--- config.mk ---
export PLATFORM = sky130hd
export DESIGN_NAME = iic_master_ctrl
export DESIGN_NICKNAME = d
export VERILOG_FILES = /design/src/rtl/iic_pkg.sv /design/src/rtl/iic_quarter_tick.sv /design/src/rtl/iic_master_ctrl.sv
export SDC_FILE = /design/constraint.sdc
export NUM_CORES = 1
export LEC_CHECK = 0
export BUFFER_PORTS_ARGS = -buffer_cell sky130_fd_sc_hd__buf_2
export CAP_MARGIN = 40
export CORE_UTILIZATION = 41
export CTS_CLUSTER_DIAMETER = 30
export DETAILED_ROUTE_END_ITERATION = 10
export GPL_TIMING_DRIVEN = 0
export PLACE_DENSITY = 0.71
export RECOVER_POWER = 100
export SLEW_MARGIN = 5
export SYNTH_ARGS = -nofsm -noshare
export SYNTH_HDL_FRONTEND = slang
export SYNTH_HIERARCHICAL = 1
export SYNTH_SLANG_ARGS = --single-unit
--- constraint.sdc ---
create_clock -name i_clk -period 2.95 [get_ports i_clk]
set_input_delay 0.59 -clock i_clk [delete_from_list [all_inputs] [get_ports i_clk]]
set_output_delay 0.59 -clock i_clk [all_outputs]
set_load 0.02 [all_outputs]
--- src/rtl/iic_pkg.sv ---
// ============================================================================
// Module : iic_pkg -- shared state encoding, quarter phases and byte-list helper
// Rev    : 1.0
// ============================================================================
`default_nettype none

package iic_pkg;

  typedef enum logic [2:0] {
    IDLE  = 3'd0,
    START = 3'd1,
    BYTE  = 3'd2,
    ACK   = 3'd3,
    STOP  = 3'd4
  } iic_state_t;

  localparam logic [1:0] Q0 = 2'd0;
  localparam logic [1:0] Q1 = 2'd1;
  localparam logic [1:0] Q2 = 2'd2;
  localparam logic [1:0] Q3 = 2'd3;

  // Index of the final byte on the wire for each addressing mode
  localparam logic [1:0] c_last_byte_16 = 2'd3;
  localparam logic [1:0] c_last_byte_8  = 2'd2;

  function automatic logic [7:0] iic_byte_sel(
    input logic       mode,
    input logic [1:0] idx,
    input logic [7:0] slave,
    input logic [7:0] reg_h,
    input logic [7:0] reg_l,
    input logic [7:0] data
  );
    case (idx)
      2'd0:    iic_byte_sel = slave & 8'hFE;
      2'd1:    iic_byte_sel = mode ? reg_h : reg_l;
      2'd2:    iic_byte_sel = mode ? reg_l : data;
      default: iic_byte_sel = data;
    endcase
  endfunction

endpackage

`default_nettype wire

--- src/rtl/iic_quarter_tick.sv ---
// ============================================================================
// Module : iic_quarter_tick -- DIV-clock down-counter, 1-clock tick per quarter
// Rev    : 1.0
// ============================================================================
`default_nettype none

module iic_quarter_tick #(
  parameter int DIV = 125
) (
  input  logic i_clk,
  input  logic i_rst,
  input  logic i_restart,
  output logic o_tick
);

  localparam int                 c_cnt_w  = (DIV > 1) ? $clog2(DIV) : 1;
  localparam logic [c_cnt_w-1:0] c_reload = c_cnt_w'(DIV - 1);

  logic [c_cnt_w-1:0] r_cnt;

  always_ff @(posedge i_clk or negedge i_rst) begin
    if (!i_rst) begin
      r_cnt <= c_reload;
    end else if (i_restart || (r_cnt == '0)) begin
      r_cnt <= c_reload;
    end else begin
      r_cnt <= r_cnt - c_cnt_w'(1);
    end
  end

  assign o_tick = (r_cnt == '0) && !i_restart;

endmodule

`default_nettype wire

--- src/rtl/iic_master_ctrl.sv ---
// ============================================================================
// Module : iic_master_ctrl -- single-master I2C/SCCB register-write engine
//          Optional ACK checking / early STOP via `IIC_ACK_CHECK_EN.
// Rev    : 1.0
// ============================================================================
`default_nettype none

module iic_master_ctrl
  import iic_pkg::*;
#(
  parameter int CLK_FREQ = 50_000_000,
  parameter int IIC_FREQ = 100_000,
  parameter int DIV      = CLK_FREQ / (4 * IIC_FREQ)
) (
  input  logic       i_clk,
  input  logic       i_rst,
  input  logic       i_iic_mode,
  input  logic [7:0] i_slave_addr,
  input  logic [7:0] i_reg_addr_h,
  input  logic [7:0] i_reg_addr_l,
  input  logic [7:0] i_data_w,
  input  logic       i_iic_write,
  output logic       o_iic_busy,
  output logic       o_nack,
  output logic       o_scl,
  output logic       o_sda_oe,
  input  logic       i_sda
);

  iic_state_t r_state, w_state_nx;
  logic [1:0] r_q;
  logic [2:0] r_bit, w_bit_nx, w_bit_idx;
  logic [1:0] r_byte, w_byte_nx, w_last_byte;
  logic       r_write_d, w_edge, w_accept, w_tick, w_q_end, w_restart, w_abort;
  logic       r_busy, r_scl, r_sda_oe, w_scl, w_sda_oe;
  logic       r_mode;
  logic [7:0] r_slave, r_reg_h, r_reg_l, r_data, w_cur_byte;

  assign w_edge      = i_iic_write && !r_write_d;
  assign w_accept    = (r_state == IDLE) && w_edge;
  assign w_restart   = (r_state == IDLE);
  assign w_q_end     = w_tick && (r_q == Q3);
  assign w_last_byte = r_mode ? c_last_byte_16 : c_last_byte_8;
  assign w_cur_byte  = iic_byte_sel(r_mode, r_byte, r_slave, r_reg_h, r_reg_l, r_data);
  assign w_bit_idx   = 3'd7 - r_bit;

  iic_quarter_tick #(.DIV(DIV)) u_quarter_tick (
    .i_clk     (i_clk),
    .i_rst     (i_rst),
    .i_restart (w_restart),
    .o_tick    (w_tick)
  );

`ifdef IIC_ACK_CHECK_EN
  logic r_nack;

  // Sticky until the next accepted request; a NACK cuts the byte list short
  always_ff @(posedge i_clk or negedge i_rst) begin
    if (!i_rst) begin
      r_nack <= 1'b0;
    end else if (w_accept) begin
      r_nack <= 1'b0;
    end else if ((r_state == ACK) && (r_q == Q2) && w_tick && i_sda) begin
      r_nack <= 1'b1;
    end
  end

  assign w_abort = r_nack;
  assign o_nack  = r_nack;
`else
  logic w_unused_sda;

  assign w_unused_sda = i_sda;
  assign w_abort      = 1'b0;
  assign o_nack       = 1'b0;
`endif

  always_ff @(posedge i_clk or negedge i_rst) begin
    if (!i_rst) begin
      r_state <= IDLE;
    end else begin
      r_state <= w_state_nx;
    end
  end

  always_comb begin
    w_state_nx = r_state;
    w_bit_nx   = r_bit;
    w_byte_nx  = r_byte;
    w_scl      = 1'b1;
    w_sda_oe   = 1'b0;
    case (r_state)
      IDLE: begin
        w_bit_nx  = 3'd0;
        w_byte_nx = 2'd0;
        if (w_edge) w_state_nx = START;
      end
      START: begin
        w_scl    = (r_q != Q3);
        w_sda_oe = (r_q == Q2) || (r_q == Q3);
        if (w_q_end) w_state_nx = BYTE;
      end
      BYTE: begin
        w_scl    = (r_q == Q1) || (r_q == Q2);
        w_sda_oe = !w_cur_byte[w_bit_idx];
        if (w_q_end) begin
          if (r_bit == 3'd7) begin
            w_bit_nx   = 3'd0;
            w_state_nx = ACK;
          end else begin
            w_bit_nx = r_bit + 3'd1;
          end
        end
      end
      ACK: begin
        w_scl = (r_q == Q1) || (r_q == Q2);
        if (w_q_end) begin
          if (w_abort || (r_byte == w_last_byte)) begin
            w_state_nx = STOP;
          end else begin
            w_byte_nx  = r_byte + 2'd1;
            w_state_nx = BYTE;
          end
        end
      end
      STOP: begin
        w_scl    = (r_q != Q0);
        w_sda_oe = (r_q == Q0) || (r_q == Q1);
        if (w_q_end) w_state_nx = IDLE;
      end
      default: w_state_nx = IDLE;
    endcase
  end

  // Pad outputs are registered so SCL/SDA never glitch on decode
  always_ff @(posedge i_clk or negedge i_rst) begin
    if (!i_rst) begin
      r_q       <= Q0;
      r_bit     <= 3'd0;
      r_byte    <= 2'd0;
      r_busy    <= 1'b0;
      r_scl     <= 1'b1;
      r_sda_oe  <= 1'b0;
      r_write_d <= 1'b0;
    end else begin
      r_q       <= (r_state == IDLE) ? Q0 : (w_tick ? r_q + 2'd1 : r_q);
      r_bit     <= w_bit_nx;
      r_byte    <= w_byte_nx;
      r_busy    <= (w_state_nx != IDLE);
      r_scl     <= w_scl;
      r_sda_oe  <= w_sda_oe;
      r_write_d <= i_iic_write;
    end
  end

  always_ff @(posedge i_clk or negedge i_rst) begin
    if (!i_rst) begin
      r_mode  <= 1'b0;
      r_slave <= 8'h00;
      r_reg_h <= 8'h00;
      r_reg_l <= 8'h00;
      r_data  <= 8'h00;
    end else if (w_accept) begin
      r_mode  <= i_iic_mode;
      r_slave <= i_slave_addr;
      r_reg_h <= i_reg_addr_h;
      r_reg_l <= i_reg_addr_l;
      r_data  <= i_data_w;
    end
  end

  assign o_iic_busy = r_busy;
  assign o_scl      = r_scl;
  assign o_sda_oe   = r_sda_oe;

endmodule

`default_nettype wire

==> flow_summary_export.csv <==
group,metric,value,unit
yosys,adder_cell_area_share_of_the_yosys_netlist,5.437,%
setup_path,crit-reg2reg-capture,"o_iic_busy$_DFF_PN0_",
yosys,yosys_register_bits,53,
floorplan,starting_density_of_the_core,43.00,%
setup_path,timing.critical_path.fanout_max,7,
global_route,grt_first_pass_wirelength,8832,um
worst_hold_path,path_category_of_the_worst_min_delay_check,"in -> reg",
placed_design,globalplace.congestion,0.7721,
setup_path,gate_family_responsible_for_the_most_delay_along_the_worst_path,"simple AND/OR/NAND/NOR gates",
global_route,grt_start_max_net_pins,31,
cells_and_area,area_growth,13.87,%
status,failed_checks,"DRC",
worst_hold_path,holdCritStartpoint,"i_iic_write",
setup_path,crit_buf_inv,1,
clock_network,htreeDepth,2,
cells_and_area,nets,332,
clock_network,cts_hold_repair.buffers,0,
timing,finalHoldViolCount,0,
floorplan,chipHeight,84.07,um
clock_network,root_buffer,"clkbuf_8",
yosys,mappedNetlistNets,286,
yosys,post_synth_arst_share,100.0,%
floorplan,design.die.area,7067,um^2
yosys,synth_mux_area_share,17.35,%
yosys,synth_seq_area_share,48.30,%
timing,fin_worst_hold_slack,0.3953,ns
clock_network,cts_buffers,5,
setup_path,reg2reg_from,"u_quarter_tick/r_cnt[4]$_DFF_PN1_",
clock_network,postCtsSetupRepairBufs,0,
yosys,yosys.area_share.simple,10.15,%
timing,worst_clock_skew,0.01501,ns
clock_network,cts.clk_slew.worst_paths,0.09,ns
floorplan,top_level_ports,41,
global_route,grt_antenna_before_repair,0,
global_route,overflow_left_after_global_routing,0,
yosys,dominantRegCellSynth,"dfrtp_1",
setup_path,setup.reg_to_reg.worst_slack,0.33,ns
global_route,grt_pass1_vias,1891,
power_and_ir_drop,power.static_leakage,1.479,nW
placed_design,detailed_place_hpwl,3948,um
timing,grt_setup_unrepaired,"false",
yosys,synth_edf_count,0,
yosys,synthesis.area,2761,um^2
cells_and_area,fill_cells,619,
detailed_routing,drt_iter0_drc,99,
setup_path,path_depth,7,
detailed_routing,routed_wire_length_per_instance,14.87,um
yosys,main_combinational_cell_family_by_area_after_synthesis,"multiplexers",
yosys,fraction_of_the_mapped_netlist_area_in_compound_gates,12.78,%
setup_path,worstSetupPathType,"reg -> reg",
detailed_routing,detail_route.first_pass.iterations,7,
placed_design,port_buffers,37,
floorplan,floorplan.core_area,6422,um^2
yosys,yosys_warnings,6,
flow_run,cap_violations,0,
yosys,synth_xor_xnor_area_share,1.586,%
timing,max_clock_freq,0.3818,GHz
detailed_routing,vias,1934,
clock_network,clock_tree_from_tritoncts,"yes",
setup_path,worst-r2r-cell-count,7,
floorplan,die_w,84.07,um
yosys,synth_cell_types,53,
timing,fin_setup_tns,0,ns
clock_network,clkSinkCount,53,
timing,period_needed,2.619,ns
cells_and_area,num_antenna_cells,0,
setup_path,cp_slowest_stage_delay,0.55,ns
cells_and_area,layout.area.seq,1334,um^2
floorplan,placement_rows,29,
detailed_routing,via_per_inst,5.357,
detailed_routing,postRouteAntennaNets,0,
yosys,syn-instance-count,237,
timing,timing.final.max_slew_violations,0,
detailed_routing,drc,10,
timing,finalCritPeriodShare,88.78,%
status,run_status,"finished, violations left",
yosys,synthesis.area_per_instance,11.65,um^2
global_route,groute.usage.overall,15.81,%
timing,timing.slew.headroom,10.05,%
setup_path,setup.worst_path.start_class,"flop",
worst_hold_path,number_of_stages_on_the_worst_hold_path,1,
clock_network,postCtsResizedCells,0,
setup_path,timing.critical_path.slowest_stage_cell,"nor4_1",
timing,worstMarginPinSlew,1.349,ns
clock_network,insertion_delay,0.32,ns
setup_path,cp_data_required_time,3.14,ns
power_and_ir_drop,vdd_ir_drop_max,0.0002240,V
setup_path,crit_path_end_kind,"flop",
cells_and_area,drive_gt1_share,35.21,%
worst_hold_path,worstHoldEndpoint,"r_write_d$_DFF_PN0_",
setup_path,critical_path_arrival,2.81,ns
clock_network,clockBufferDepth,2,
power_and_ir_drop,p_per_area,379.2,nW/um^2
cells_and_area,multi_input_gate_area_in_the_final_layout,1299,um^2
timing,setup_viol_count_final,0,
detailed_routing,postRouteWirelength,5367,um
setup_path,crit_chain,"nor4_1 > nor4bb_1 > clkdlybuf4s18_2 > nand2_1 > a21oi_1 > o21ai_0 > or3_1",
synthesized netlist by cell type (2+ instances only):
cell type	instances	area [um^2]
nand3b_1	2	15.01
buf_2	6	30.03
nor3_1	2	10.01
a221o_1	2	20.02
inv_1	9	33.78
a222oi_1	3	30.03
nand4_1	2	12.51
a221oi_1	2	17.52
nor2b_1	2	12.51
a21oi_1	8	40.04
mux2_2	39	439.2
ha_1	12	150.1
dfrtp_1	47	1176
mux2_4	2	30.03
nor2_1	14	52.55
a22o_1	4	35.03
xnor2_1	4	35.03
o21ai_0	12	60.06
dfstp_2	6	157.7
clkbuf_1	4	15.01
o2111ai_1	2	17.52
nand3_1	4	20.02
nand2_1	16	60.06
o31ai_1	3	22.52
a31oi_1	2	12.51
cell families after synthesis:
group / after synthesis
mux: 42
buf+inv: 22
fa+ha+maj: 12
simple gates: 54
compound gates: 48
other cells: 1
flops: 53
xor+xnor: 5
through the flow:
stage	setup slack (ns)	area [um^2]	cells	util, %	total power, W
after floorplan	0.5586	2761	237	-	0.0007441
after global placement	0.1451	3043	351	47.38	0.0007806
after detailed placement	0.5498	3073	353	47.85	0.0007842
after CTS	0.5391	3164	361	49.27	0.001204
after global routing	0.2311	3144	361	48.96	0.001237
final	0.3310	3144	361	48.96	0.001192
how the worst max path moves through the flow:
stage	to	from	slack [ns]
after floorplan	o_iic_busy$_DFF_PN0_	u_quarter_tick/r_cnt[5]$_DFF_PN1_	0.56
after global placement	o_iic_busy$_DFF_PN0_	u_quarter_tick/r_cnt[5]$_DFF_PN1_	0.15
after detailed placement	o_iic_busy$_DFF_PN0_	u_quarter_tick/r_cnt[5]$_DFF_PN1_	0.55
after CTS	o_iic_busy$_DFF_PN0_	u_quarter_tick/r_cnt[5]$_DFF_PN1_	0.54
after global routing	o_iic_busy$_DFF_PN0_	u_quarter_tick/r_cnt[4]$_DFF_PN1_	0.23
final	o_iic_busy$_DFF_PN0_	u_quarter_tick/r_cnt[4]$_DFF_PN1_	0.33
state kept, by name (all words and copies together), names as in the netlist:
name / cells
r_data: 8
r_bit: 3
r_slave: 7
o_scl: 1
r_reg_l: 8
r_state: 3
o_iic_busy: 1
r_byte: 2
o_sda_oe: 1
r_q: 2
r_write_d: 1
r_mode: 1
r_reg_h: 8
u_quarter_tick/r_cnt: 7
where the power goes:
group	switching (W)	internal, W	total, W
combinational	0.0000220	0.0000195	0.0000415
clock	0.000255	0.000169	0.000424
sequential	0.0000000928	0.000727	0.000727
total	0.000277	0.000916	0.00119
final cells by class:
cell class	instances	area share (%)
repair buffers	39	6.685
clock buffers	5	2.189
well taps	77	3.064
flip-flops and latches	53	42.42
plain buffers	13	2.547
clock inverters	3	0.7163
inverters	9	1.074
multi-input cells	162	41.31
routing by layer:
metal / vias to the layer above / part of all wire [%] / global-route usage, %
li1: 945 / - / -
met5: - / 0 / 0
met2: 30 / 48 / 26.90
met1: 952 / 47 / 19.73
met4: 0 / 1.3 / 4.389
met3: 7 / 3.3 / 4.253
cell usage in the layout, fill, tap and decap left out, types with 3 or more instances in the layout:
master,netlist,layout
dfrtp_1,47,47
mux2_2,39,39
buf_2,6,36
nand2_1,16,16
nor2_1,14,14
o21ai_0,12,12
ha_1,12,12
clkbuf_1,4,11
inv_1,9,9
a21oi_1,8,8
clkbuf_8,0,5
dfstp_2,6,5
xnor2_1,4,4
nand3_1,4,4
a22o_1,4,4
a222oi_1,3,3
o31ai_1,3,3
nor3_1,2,3
worst register-to-register path, cell delays in order (launching register included):
cell,delay (ns)
dfstp_1,0.41
nor4_1,0.55
nor4bb_1,0.37
clkdlybuf4s18_2,0.32
nand2_1,0.17
a21oi_1,0.18
o21ai_0,0.12
or3_1,0.38
No activity file was read; power rests on OpenSTA's default activity.
